===== src/rtl/io_cfg_pkg.sv =====
// io_cfg_pkg: shared types and constants for the iopad configuration loader.
//   io_cfg_state_t          - loader FSM state encoding (IDLE/SHIFT/COMMIT)
//   IO_CFG_NUM_PADS_DEFAULT - default number of pad enable bits per frame
package io_cfg_pkg;

  localparam int IO_CFG_NUM_PADS_DEFAULT = 16;

  typedef enum logic [1:0] {
    IDLE   = 2'd0,
    SHIFT  = 2'd1,
    COMMIT = 2'd2
  } io_cfg_state_t;

endpackage


===== src/rtl/io_cfg_shreg.sv =====
// io_cfg_shreg: serial-in shift register plus accept counter for one frame.
// Optional feature macro: IO_CFG_LOADER_READBACK_EN (adds load_val, parallel
// load of the current pad configuration on frame start).
// Ports:
//   CLK, RESETB : clock, async active-low reset
//   clr         : frame (re)start; clears the counter and (re)initialises data
//   load_val    : value loaded on clr (readback builds only)
//   shift_en    : accept cfg_bit this edge
//   bit_in      : serial bit, enters at the MSB and walks toward index 0
//   shift_reg   : current register contents
//   last        : the next accept completes the frame
module io_cfg_shreg
  import io_cfg_pkg::*;
#(
  parameter int NUM_PADS = IO_CFG_NUM_PADS_DEFAULT
) (
  input  logic                CLK,
  input  logic                RESETB,
  input  logic                clr,
`ifdef IO_CFG_LOADER_READBACK_EN
  input  logic [NUM_PADS-1:0] load_val,
`endif
  input  logic                shift_en,
  input  logic                bit_in,
  output logic [NUM_PADS-1:0] shift_reg,
  output logic                last
);

  localparam int CW = $clog2(NUM_PADS + 1);

  logic [CW-1:0] cnt;

  always_ff @(posedge CLK or negedge RESETB) begin
    if (!RESETB) begin
      shift_reg <= '0;
      cnt       <= '0;
    end else if (clr) begin
      cnt <= '0;
`ifdef IO_CFG_LOADER_READBACK_EN
      shift_reg <= load_val;
`else
      shift_reg <= '0;
`endif
    end else if (shift_en) begin
      shift_reg <= {bit_in, shift_reg[NUM_PADS-1:1]};
      // The FSM leaves SHIFT after NUM_PADS accepts, so cnt tops out at
      // NUM_PADS, which the width above always holds.
      cnt       <= cnt + CW'(1);
    end
  end

  assign last = (cnt == CW'(NUM_PADS - 1));

endmodule


===== src/rtl/io_cfg_loader.sv =====
// io_cfg_loader: loads a serial frame of NUM_PADS iopad enable bits and
// commits it to pad_en atomically, so partial frames never reach the pads.
// Optional feature macro: IO_CFG_LOADER_READBACK_EN (adds cfg_dout; the old
// pad_en is shifted out LSB-first while the new frame shifts in).
// Ports:
//   CLK, RESETB : clock, async active-low reset
//   cfg_start   : begin (or restart) a frame
//   cfg_valid   : cfg_bit valid this cycle
//   cfg_bit     : serial data, first accepted bit lands in pad_en[0]
//   cfg_ready   : a bit is accepted this cycle when cfg_valid is high
//   cfg_busy    : frame in progress (SHIFT or COMMIT)
//   cfg_done    : one-cycle pulse in the commit cycle
//   pad_en      : per-pad enables
//   cfg_dout    : serial readback (readback builds only)
//
// state  | meaning
// IDLE   | waiting for cfg_start
// SHIFT  | accepting bits; cfg_start here restarts the frame
// COMMIT | one cycle, cfg_done high; pad_en loads on the exit edge
module io_cfg_loader
  import io_cfg_pkg::*;
#(
  parameter int NUM_PADS = IO_CFG_NUM_PADS_DEFAULT
) (
  input  logic                CLK,
  input  logic                RESETB,
  input  logic                cfg_start,
  input  logic                cfg_valid,
  input  logic                cfg_bit,
  output logic                cfg_ready,
  output logic                cfg_busy,
  output logic                cfg_done,
`ifdef IO_CFG_LOADER_READBACK_EN
  output logic                cfg_dout,
`endif
  output logic [NUM_PADS-1:0] pad_en
);

  io_cfg_state_t       state;
  logic                frame_start;
  logic                accept;
  logic                last;
  logic [NUM_PADS-1:0] shift_reg;

  // A start in COMMIT is ignored; a start in SHIFT wins over a same-edge bit.
  assign frame_start = cfg_start && (state == IDLE || state == SHIFT);
  assign accept      = cfg_valid && (state == SHIFT) && !cfg_start;

  assign cfg_ready = (state == SHIFT);
  assign cfg_busy  = (state == SHIFT) || (state == COMMIT);
  assign cfg_done  = (state == COMMIT);

  io_cfg_shreg #(
    .NUM_PADS (NUM_PADS)
  ) u_shreg (
    .CLK       (CLK),
    .RESETB    (RESETB),
    .clr       (frame_start),
`ifdef IO_CFG_LOADER_READBACK_EN
    .load_val  (pad_en),
`endif
    .shift_en  (accept),
    .bit_in    (cfg_bit),
    .shift_reg (shift_reg),
    .last      (last)
  );

`ifdef IO_CFG_LOADER_READBACK_EN
  assign cfg_dout = shift_reg[0];
`endif

  always_ff @(posedge CLK or negedge RESETB) begin
    if (!RESETB) begin
      state <= IDLE;
    end else begin
      case (state)
        IDLE:    if (cfg_start) state <= SHIFT;
        SHIFT:   if (accept && last) state <= COMMIT;
        COMMIT:  state <= IDLE;
        default: state <= IDLE;
      endcase
    end
  end

  always_ff @(posedge CLK or negedge RESETB) begin
    if (!RESETB) begin
      pad_en <= '0;
    end else if (state == COMMIT) begin
      pad_en <= shift_reg;
    end
  end

endmodule

===== config.mk =====
export PLATFORM = sky130hd
export DESIGN_NAME = io_cfg_loader
export DESIGN_NICKNAME = d
export VERILOG_FILES = /design/src/rtl/io_cfg_pkg.sv /design/src/rtl/io_cfg_shreg.sv /design/src/rtl/io_cfg_loader.sv
export SDC_FILE = /design/constraint.sdc
export NUM_CORES = 1
export LEC_CHECK = 0
export ABC_AREA = 1
export ABC_CLOCK_PERIOD_IN_PS = 4500
export CORE_ASPECT_RATIO = 0.6
export CORE_MARGIN = 2
export CORE_UTILIZATION = 57
export CTS_CLUSTER_DIAMETER = 80
export CTS_CLUSTER_SIZE = 10
export DETAILED_ROUTE_END_ITERATION = 8
export PLACE_DENSITY = 0.83
export SETUP_SLACK_MARGIN = 0.05
export SLEW_MARGIN = 30
export SYNTH_ARGS = -nofsm -noshare
export SYNTH_HDL_FRONTEND = slang
export SYNTH_HIERARCHICAL = 1
export SYNTH_SLANG_ARGS = --single-unit

===== constraint.sdc =====
create_clock -name CLK -period 4.5 [get_ports CLK]
set_input_delay 1.125 -clock CLK [delete_from_list [all_inputs] [get_ports CLK]]
set_output_delay 1.125 -clock CLK [all_outputs]
set_load 0.05 [all_outputs]

# After elaboration in Yosys (flattened, before gate mapping)

Cells that the tools add are included.

Flip-flop bits (word level): 39
Output and inout port bits: 19
Word-level logic and storage cells: 27

Eq/ne operators: 5
Reductions and logical operators: 10
Mux-type cells: 7
Add/sub/neg operators: 1

Operator list:

| cell                                                                     | number |
|---|---|
| 16-bit two-way mux                                                       | 2 |
| 5-bit two-way mux                                                        | 2 |
| 5-bit by 1-bit adder with 5-bit output (second input constant)           | 1 |
| 5-bit by 4-bit equality test with 1-bit output (second input constant)   | 1 |
| 1-bit logical AND                                                        | 4 |
| 2-bit two-way mux                                                        | 2 |
| 2-bit case mux with 2 select lines                                       | 1 |
| 2-bit by 1-bit equality test with 1-bit output (second input constant)   | 1 |
| 2-bit equality test (second input constant)                              | 1 |
| 2-bit logical NOT                                                        | 1 |
| 1-bit logical OR                                                         | 2 |
| 2-bit by 1-bit inequality test with 1-bit output (second input constant) | 1 |
| 2-bit inequality test (second input constant)                            | 1 |
| 2-bit AND reduction                                                      | 1 |
| 2-bit nonzero test                                                       | 1 |
| 1-bit logical NOT                                                        | 1 |

# Longest topological paths before layout

Gate-level depths: netlist (run 1).

Word-level depth: 6
Depth in mapped cells: 9
Gate-level depth less buffers: 9

# By module

The synthesis (run 1) kept the hierarchy.

Modules (own cells, without submodules):

| module        | area each (sq um) | instances | sequential area each (sq um) | cells an instance |
|---|---|---|---|---|
| io_cfg_shreg  | 927.1             | 1         | 525.5                        | 82 |
| io_cfg_loader | 819.5             | 1         | 450.4                        | 57 |

# Worst setup path after synthesis (run 1)

Ideal clock, no wire load.

Kind: flip-flop to output port
Start: register state[1]
End: output cfg_ready
Path buffers: 0
Data required time: 3.375 ns
Arrival: 0.976 ns
Setup slack: 2.399 ns
Cell stages (with the launch flop): 3
Cell sequence: dfrtp_1 -> inv_1 -> ha_1

Longest elaborated chain between the ends: 1

RTL lines:

| item                                           | RTL line            | RTL |
|---|---|---|
| start: declaration                             | io_cfg_loader.sv:39 | `io_cfg_state_t state;` |
| start signal: assignment                       | io_cfg_loader.sv:74 | `state <= IDLE;` |
| start signal: assignment                       | io_cfg_loader.sv:77 | `IDLE: if (cfg_start) state <= SHIFT;` |
| start signal: assignment                       | io_cfg_loader.sv:78 | `SHIFT: if (accept && last) state <= COMMIT;` |
| 2-bit by 1-bit equality test with 1-bit output | io_cfg_loader.sv:49 | `assign cfg_ready = (state == SHIFT);` |
| end: declaration                               | io_cfg_loader.sv:30 | `output logic cfg_ready,` |

No other way between the ends.

# Worst setup path after layout (run 1)

Same ends and word-level chain as after synthesis.

==> flow_results.xml, run 1 <==
<?xml version="1.0" encoding="UTF-8"?>
<metrics>
  <group name="status">
    <metric name="run_status" unit="">finished clean</metric>
  </group>
  <group name="cts">
    <metric name="post_cts_resize_count" unit="">0</metric>
    <metric name="ctsRootBufferMaster" unit="">clkbuf_8</metric>
    <metric name="ctsLongestPathBuffers" unit="">2</metric>
    <metric name="clkSinkCount" unit="">39</metric>
    <metric name="number_of_hold_repair_buffers_added_at_the_cts_stage" unit="">0</metric>
    <metric name="clkLatencyLatePin" unit="ps">290</metric>
    <metric name="cts-buffers-inserted" unit="">5</metric>
    <metric name="tritoncts" unit="">done</metric>
    <metric name="cts_setup_buffers" unit="">0</metric>
    <metric name="clk_transition_reported_paths" unit="ps">70</metric>
    <metric name="htreeDepth" unit="">2</metric>
  </group>
  <group name="floorplan">
    <metric name="io-pin-count" unit="">24</metric>
    <metric name="dieHeight" unit="um">46.9</metric>
    <metric name="fp-row-count" unit="">15</metric>
    <metric name="core" unit="mm^2">0.00289</metric>
    <metric name="start_util" unit="%">60.4</metric>
    <metric name="die-area" unit="mm^2">0.00354</metric>
    <metric name="die_width" unit="um">75.5</metric>
  </group>
  <group name="global_routing">
    <metric name="vias_in_the_first_global_route" unit="">1079</metric>
    <metric name="grt_use_total" unit="%">21.1</metric>
    <metric name="grt_first_pass_wirelength" unit="mm">5.18</metric>
    <metric name="grt-ovfl-total" unit="">0</metric>
    <metric name="grt_start_max_net_pins" unit="">40</metric>
    <metric name="grt_antenna_before_repair" unit="">0</metric>
  </group>
  <group name="critical_path">
    <metric name="critical_path_class" unit="">flip-flop to output port</metric>
    <metric name="crit_fanout" unit="">5</metric>
    <metric name="timing.critical_path.arrival" unit="ps">1910</metric>
    <metric name="reg2reg_from" unit="">state[1]</metric>
    <metric name="worst_setup_path_start_kind" unit="">flip-flop</metric>
    <metric name="required" unit="ps">3380</metric>
    <metric name="cp-startpoint" unit="">state[1]</metric>
    <metric name="end_kind" unit="">output port</metric>
  </group>
  <group name="yosys">
    <metric name="synth_cell_types" unit="">21</metric>
    <metric name="yosys_warnings" unit="">6</metric>
    <metric name="largest_family_of_logic_cells_by_synthesized_area" unit="">multiplexers</metric>
    <metric name="synthesis.instances" unit="">139</metric>
    <metric name="synth_xor_xnor_area_share" unit="%">0</metric>
    <metric name="synthAdderAreaFrac" unit="%">4.30</metric>
    <metric name="post_synth.cell_area_avg" unit="um^2">12.6</metric>
    <metric name="yosysSeqAreaShare" unit="%">55.9</metric>
    <metric name="synth.area.mux_share" unit="%">12.5</metric>
    <metric name="ys_seq_elements" unit="">39</metric>
    <metric name="synth-compound-area-share" unit="%">10.9</metric>
    <metric name="syn_nets" unit="">150</metric>
    <metric name="cell_area_synth" unit="mm^2">0.00175</metric>
    <metric name="yosys.area_share.simple" unit="%">7.88</metric>
  </group>
  <group name="timing">
    <metric name="setup_violations" unit="">0</metric>
    <metric name="drv_slew" unit="">0</metric>
    <metric name="total_count_of_hold_check_failures_in_the_final_report" unit="">0</metric>
    <metric name="timing.final.crit_share" unit="%">67.4</metric>
    <metric name="unrepaired_setup_endpoints_after_global_routing" unit="">no</metric>
    <metric name="final_critical_path_setup_slack" unit="ps">1470</metric>
    <metric name="slew-limit-headroom" unit="%">44.7</metric>
    <metric name="maxClockFrequency" unit="MHz">330</metric>
    <metric name="worst-slew-pin-transition" unit="ps">830</metric>
    <metric name="post_route_clock_skew" unit="ps">7.46</metric>
    <metric name="min_period" unit="ps">3030</metric>
    <metric name="finalSetupTns" unit="ps">0</metric>
  </group>
  <group name="placed_design">
    <metric name="preCtsSetupSlack" unit="ps">1800</metric>
    <metric name="dp_cells" unit="">201</metric>
    <metric name="place_congestion" unit="">0.739</metric>
    <metric name="placedInstanceArea" unit="mm^2">0.00198</metric>
    <metric name="place.port_buffers" unit="">23</metric>
    <metric name="place.detailed.hpwl" unit="mm">2.06</metric>
  </group>
  <group name="cells_and_area">
    <metric name="area_growth" unit="%">20.0</metric>
    <metric name="layout.cells.most_common_list" unit="">39 x dfrtp_1, 23 x inv_1, 22 x clkdlybuf4s50_1</metric>
    <metric name="share_of_cells_above_drive_strength_1" unit="%">25.1</metric>
    <metric name="insertedDiodeCount" unit="">0</metric>
    <metric name="finish.instance_area" unit="mm^2">0.00210</metric>
    <metric name="num-nets-final" unit="">177</metric>
    <metric name="layout.cells.non_filler" unit="">209</metric>
    <metric name="filler_cell_count" unit="">209</metric>
    <metric name="layout_commonest_cell" unit="">dfrtp_1</metric>
  </group>
  <group name="power">
    <metric name="power.static_leakage" unit="nW">0.966</metric>
    <metric name="power_switching" unit="uW">270</metric>
    <metric name="seq_power_share" unit="%">43.4</metric>
    <metric name="switching_share" unit="%">31.0</metric>
    <metric name="comb_power_share" unit="%">22.1</metric>
    <metric name="internal_cell_power" unit="uW">603</metric>
    <metric name="clkPwrFrac" unit="%">34.6</metric>
    <metric name="irDropWorstVdd" unit="mV">0.294</metric>
    <metric name="power.density" unit="mW/mm^2">417</metric>
  </group>
  <group name="run">
    <metric name="max-cap-violations" unit="">0</metric>
  </group>
  <group name="detailed_routing">
    <metric name="wl_per_cell" unit="um">15.0</metric>
    <metric name="detail_route.drc_violations" unit="">0</metric>
    <metric name="drt_iter0_markers" unit="">55</metric>
    <metric name="route.vias.total" unit="">1077</metric>
    <metric name="ant_nets" unit="">0</metric>
    <metric name="via_density_per_instance" unit="">5.15</metric>
    <metric name="totalWireLength" unit="mm">3.14</metric>
    <metric name="drtPass1Iterations" unit="">4</metric>
  </group>
  <group name="min_path">
    <metric name="min_from" unit="">u_shreg/shift_reg[12]</metric>
    <metric name="worstHoldPathType" unit="">flip-flop to flip-flop</metric>
  </group>
</metrics>
layer usage:
layer / up-vias / share of wire (%) / wire length [um] / global-route usage, %
met5: - / 0 / 0 / 0
met4: 0 / 1.6 / 49 / 9.12
met3: 8 / 4.7 / 148 / 6.87
met2: 25 / 46 / 1460 / 32.5
met1: 530 / 47 / 1490 / 28.2
li1: 514 / - / - / -
path summary, 6_finish.rpt:
check,endpoint,slack (ps),cells past startpoint
worst max-delay path,cfg_ready,1470,3
worst min-delay path,pad_en[12],510,1
worst max register to register,u_shreg/shift_reg[0],2770,7
worst min register to register,pad_en[12],510,1
max in group asynchronous,pad_en[3],3050,1
min in group asynchronous,u_shreg/cnt[0],930,1
layout make-up:
class                   instances  area (um^2)  share of cell area, %
clock buffers                   6         82.6                   3.94
clock inverters                 2         35.0                   1.67
inverters                      25         96.3                   4.60
multi-input cells              71          621                   29.6
flip-flops and latches         39          976                   46.6
well taps                      42         52.6                   2.51
repair buffers                 24          233                   11.1
power by group through the flow:
stage	Sequential (mW)	Combinational, mW	Clock [mW]
floorplan	0.380	0.157	0
global placement	0.382	0.184	0
detailed placement	0.384	0.193	0
CTS	0.378	0.195	0.302
global route	0.380	0.212	0.322
finish	0.379	0.193	0.302
logic make-up after synthesis:
group | count (synthesis)
DFF | 39
buffers and inverters | 29
and+or+nand+nor | 28
AOI/OAI and AO/OA | 21
muxes | 16
adders and majority gates | 6
through the flow:
stage	hold WS, ps	util, %	power (mW)
after floorplan	448	-	0.537
after global routing	525	72.5	0.913
after detailed placement	492	68.4	0.577
after CTS	509	72.5	0.874
final	507	72.5	0.873
after global placement	479	68.4	0.566
Yosys cell counts:
cell / number / area [um^2]
buf_12: 1 / 20.0
o22ai_1: 5 / 31.3
nand2_1: 13 / 48.8
nand2_4: 1 / 11.3
o22ai_2: 10 / 125
a21oi_2: 1 / 8.76
mux2_4: 10 / 150
buf_6: 3 / 33.8
o21ai_1: 1 / 5.00
dfrtp_1: 39 / 976
inv_4: 1 / 6.26
inv_1: 23 / 86.3
nor2_4: 2 / 22.5
o21ai_0: 1 / 5.00
mux2_2: 6 / 67.6
ha_1: 6 / 75.1
nand4_1: 1 / 6.26
inv_2: 1 / 3.75
nor2_1: 5 / 18.8
a21oi_1: 3 / 15.0
nand3_1: 6 / 30.0
worst max-delay path: stages (launching register included):
cell,delay [ps]
dfrtp_1,410
inv_1,120
ha_1,250
clkdlybuf4s50_1,830
No activity file was read; power rests on OpenSTA's default activity.
==> run 2: changes to the inputs <==
--- a/config.mk
+++ b/config.mk
@@ -6,14 +6,14 @@
 export NUM_CORES = 1
 export LEC_CHECK = 0
 export ABC_AREA = 1
-export ABC_CLOCK_PERIOD_IN_PS = 4500
+export ABC_CLOCK_PERIOD_IN_PS = 2600
 export CORE_ASPECT_RATIO = 0.6
 export CORE_MARGIN = 2
-export CORE_UTILIZATION = 57
+export CORE_UTILIZATION = 48
 export CTS_CLUSTER_DIAMETER = 80
 export CTS_CLUSTER_SIZE = 10
 export DETAILED_ROUTE_END_ITERATION = 8
-export PLACE_DENSITY = 0.83
+export PLACE_DENSITY = 0.74
 export SETUP_SLACK_MARGIN = 0.05
 export SLEW_MARGIN = 30
 export SYNTH_ARGS = -nofsm -noshare
==> constraint.sdc (replaced) <==
create_clock -name CLK -period 2.6 [get_ports CLK]
set_input_delay 0.65 -clock CLK [delete_from_list [all_inputs] [get_ports CLK]]
set_output_delay 0.65 -clock CLK [all_outputs]
set_load 0.05 [all_outputs]
==> run 2 against run 1 <==
Global-route usage fell by 4.1 points; sequential power up 72%; register-to-register slack got worse by 1800 ps; critical path type unchanged; total power is 57% higher; critical endpoint is now cfg_busy; cell area decreased by 0.84%; critical path depth is the same; utilization decreased by 11 points; clock power is 29% higher; count of clock-buffer cells in the layout fell by 1; sequential cell count did not move; wire length decreased by 4.3%.
==> flow_results.xml, run 2 (synthesized netlist as in run 1, its figures left out) <==
<?xml version="1.0" encoding="UTF-8"?>
<metrics>
  <group name="detailed_routing">
    <metric name="wl_per_cell" unit="um">14.2</metric>
    <metric name="detail_route.drc_violations" unit="">0</metric>
    <metric name="drtPass1Iterations" unit="">4</metric>
    <metric name="ant_nets" unit="">0</metric>
    <metric name="via_density_per_instance" unit="">5.00</metric>
    <metric name="route.vias.total" unit="">1060</metric>
    <metric name="totalWireLength" unit="mm">3.01</metric>
    <metric name="drt_iter0_markers" unit="">147</metric>
  </group>
  <group name="power">
    <metric name="power.density" unit="mW/mm^2">660</metric>
    <metric name="power.static_leakage" unit="nW">0.968</metric>
    <metric name="irDropWorstVdd" unit="mV">0.351</metric>
    <metric name="design_power" unit="mW">1.37</metric>
  </group>
  <group name="timing">
    <metric name="unrepaired_setup_endpoints_after_global_routing" unit="">no</metric>
    <metric name="setup_violations" unit="">0</metric>
    <metric name="min_period" unit="ps">2460</metric>
    <metric name="drv_slew" unit="">0</metric>
    <metric name="final_critical_path_setup_slack" unit="ps">141</metric>
    <metric name="post_route_clock_skew" unit="ps">6.45</metric>
    <metric name="total_count_of_hold_check_failures_in_the_final_report" unit="">0</metric>
    <metric name="maxClockFrequency" unit="MHz">407</metric>
    <metric name="finalSetupTns" unit="ps">0</metric>
    <metric name="timing.final.crit_share" unit="%">94.6</metric>
    <metric name="worst-slew-pin-transition" unit="ps">826</metric>
    <metric name="slew-limit-headroom" unit="%">44.9</metric>
    <metric name="worst_hold_slack" unit="ps">449</metric>
  </group>
  <group name="floorplan">
    <metric name="fp-row-count" unit="">16</metric>
    <metric name="start_util" unit="%">51.9</metric>
    <metric name="core" unit="mm^2">0.00336</metric>
    <metric name="dieHeight" unit="um">50.7</metric>
    <metric name="die_width" unit="um">81.9</metric>
    <metric name="io-pin-count" unit="">24</metric>
    <metric name="die-area" unit="mm^2">0.00415</metric>
  </group>
  <group name="placed_design">
    <metric name="place_congestion" unit="">0.739</metric>
    <metric name="place.detailed.hpwl" unit="mm">2.02</metric>
    <metric name="place.port_buffers" unit="">23</metric>
    <metric name="preCtsSetupSlack" unit="ps">385</metric>
  </group>
  <group name="global_routing">
    <metric name="grt_use_total" unit="%">17.0</metric>
    <metric name="grt-ovfl-total" unit="">0</metric>
    <metric name="vias_in_the_first_global_route" unit="">1160</metric>
    <metric name="grt_start_max_net_pins" unit="">40</metric>
    <metric name="grt_first_pass_wirelength" unit="mm">5.21</metric>
    <metric name="grt_antenna_before_repair" unit="">0</metric>
  </group>
  <group name="critical_path">
    <metric name="worst_setup_path_start_kind" unit="">flip-flop</metric>
    <metric name="critical_register_to_register_path_endpoint" unit="">u_shreg/shift_reg[6]</metric>
    <metric name="required" unit="ps">1950</metric>
    <metric name="end_kind" unit="">output port</metric>
    <metric name="crit_slowest_cell" unit="">clkdlybuf4s50_1</metric>
    <metric name="ff_to_ff_path_depth" unit="">7</metric>
    <metric name="path_buf_inv" unit="">2</metric>
    <metric name="timing.critical_path.arrival" unit="ps">1810</metric>
    <metric name="crit_fanout" unit="">3</metric>
    <metric name="cp_cell_sequence" unit="">inv_1, ha_1, clkdlybuf4s50_1</metric>
    <metric name="critical_path.top_delay_family" unit="">buffers and inverters</metric>
    <metric name="regToRegSetupSlack" unit="ps">960</metric>
    <metric name="reg2reg_from" unit="">state[1]</metric>
    <metric name="critical_path_class" unit="">flip-flop to output port</metric>
    <metric name="slowest_delay" unit="ps">790</metric>
  </group>
  <group name="cells_and_area">
    <metric name="layout.cells.most_common_list" unit="">39 x dfrtp_1, 23 x inv_1, 20 x clkdlybuf4s50_1</metric>
    <metric name="filler_cell_count" unit="">277</metric>
    <metric name="area_growth" unit="%">19.0</metric>
    <metric name="layout_commonest_cell" unit="">dfrtp_1</metric>
    <metric name="num-nets-final" unit="">177</metric>
    <metric name="share_of_cells_above_drive_strength_1" unit="%">25.7</metric>
    <metric name="final_core_area_utilization" unit="%">61.8</metric>
    <metric name="insertedDiodeCount" unit="">0</metric>
  </group>
  <group name="cts">
    <metric name="ctsLongestPathBuffers" unit="">2</metric>
    <metric name="clk_transition_reported_paths" unit="ps">70</metric>
    <metric name="clkSinkCount" unit="">39</metric>
    <metric name="tritoncts" unit="">done</metric>
    <metric name="cts-buffers-inserted" unit="">5</metric>
    <metric name="htreeDepth" unit="">2</metric>
    <metric name="number_of_hold_repair_buffers_added_at_the_cts_stage" unit="">0</metric>
    <metric name="clkLatencyLatePin" unit="ps">290</metric>
    <metric name="ctsRootBufferMaster" unit="">clkbuf_8</metric>
  </group>
  <group name="status">
    <metric name="run_status" unit="">finished clean</metric>
  </group>
  <group name="min_path">
    <metric name="worstHoldPathType" unit="">input port to asynchronous set/reset pin</metric>
  </group>
  <group name="run">
    <metric name="max-cap-violations" unit="">0</metric>
  </group>
</metrics>
## run 2: worst reg2reg max path, stage by stage, from the launching register on
cell and delay [ps]:
dfrtp_1 400, inv_1 100, ha_1 250, nor2_1 80, nor2_1 230, inv_2 110
nand2_4 230, o22ai_1 130
## run 2: layout make-up
type	count	area, um^2	area share, %
clock buffer	5	68.8	3.31
clock inverter	3	15.0	0.722
inverter	25	96.3	4.64
multi-input combinational	71	621	29.9
sequential	39	976	47.0
tap	45	56.3	2.71
timing repair buffer	24	245	11.8
## run 2: worst max-delay path by stage
stage | end | cells past startpoint | slack, ps | from
after floorplan | u_shreg/shift_reg[10] | 8 | 720 | state[1]
after global placement | cfg_ready | 3 | 450 | state[1]
after detailed placement | cfg_ready | 3 | 390 | state[1]
after CTS | cfg_ready | 3 | 60 | state[1]
after global routing | cfg_busy | 3 | 70 | state[1]
final | cfg_busy | 3 | 140 | state[0]
## run 2: metal layers
layer	up-vias	global-route usage (%)	share of wire [%]
li1	515	-	-
met1	514	23.4	49
met2	24	25.5	45
met3	7	4.86	4.9
met4	0	6.67	0.96
met5	-	0	0
## run 2: what timing repair did
action                                  in CTS  in global routing
resized for setup                            0                  1
buffers inserted                             0                  0
endpoints found under the setup margin       0                  1
## run 2: where the power goes
part	leakage, nW	switching (mW)	internal [mW]	total, mW
combinational	0.379	0.230	0.100	0.330
clock	0.0477	0.207	0.183	0.390
sequential	0.541	0.0187	0.633	0.651
total	0.968	0.456	0.916	1.37
## run 2: per-stage QoR
stage,area [um^2],instances
after global placement,1990,204
after floorplan,1750,139
final,2080,212
after global routing,2080,212
after detailed placement,1990,204
after CTS,2080,212
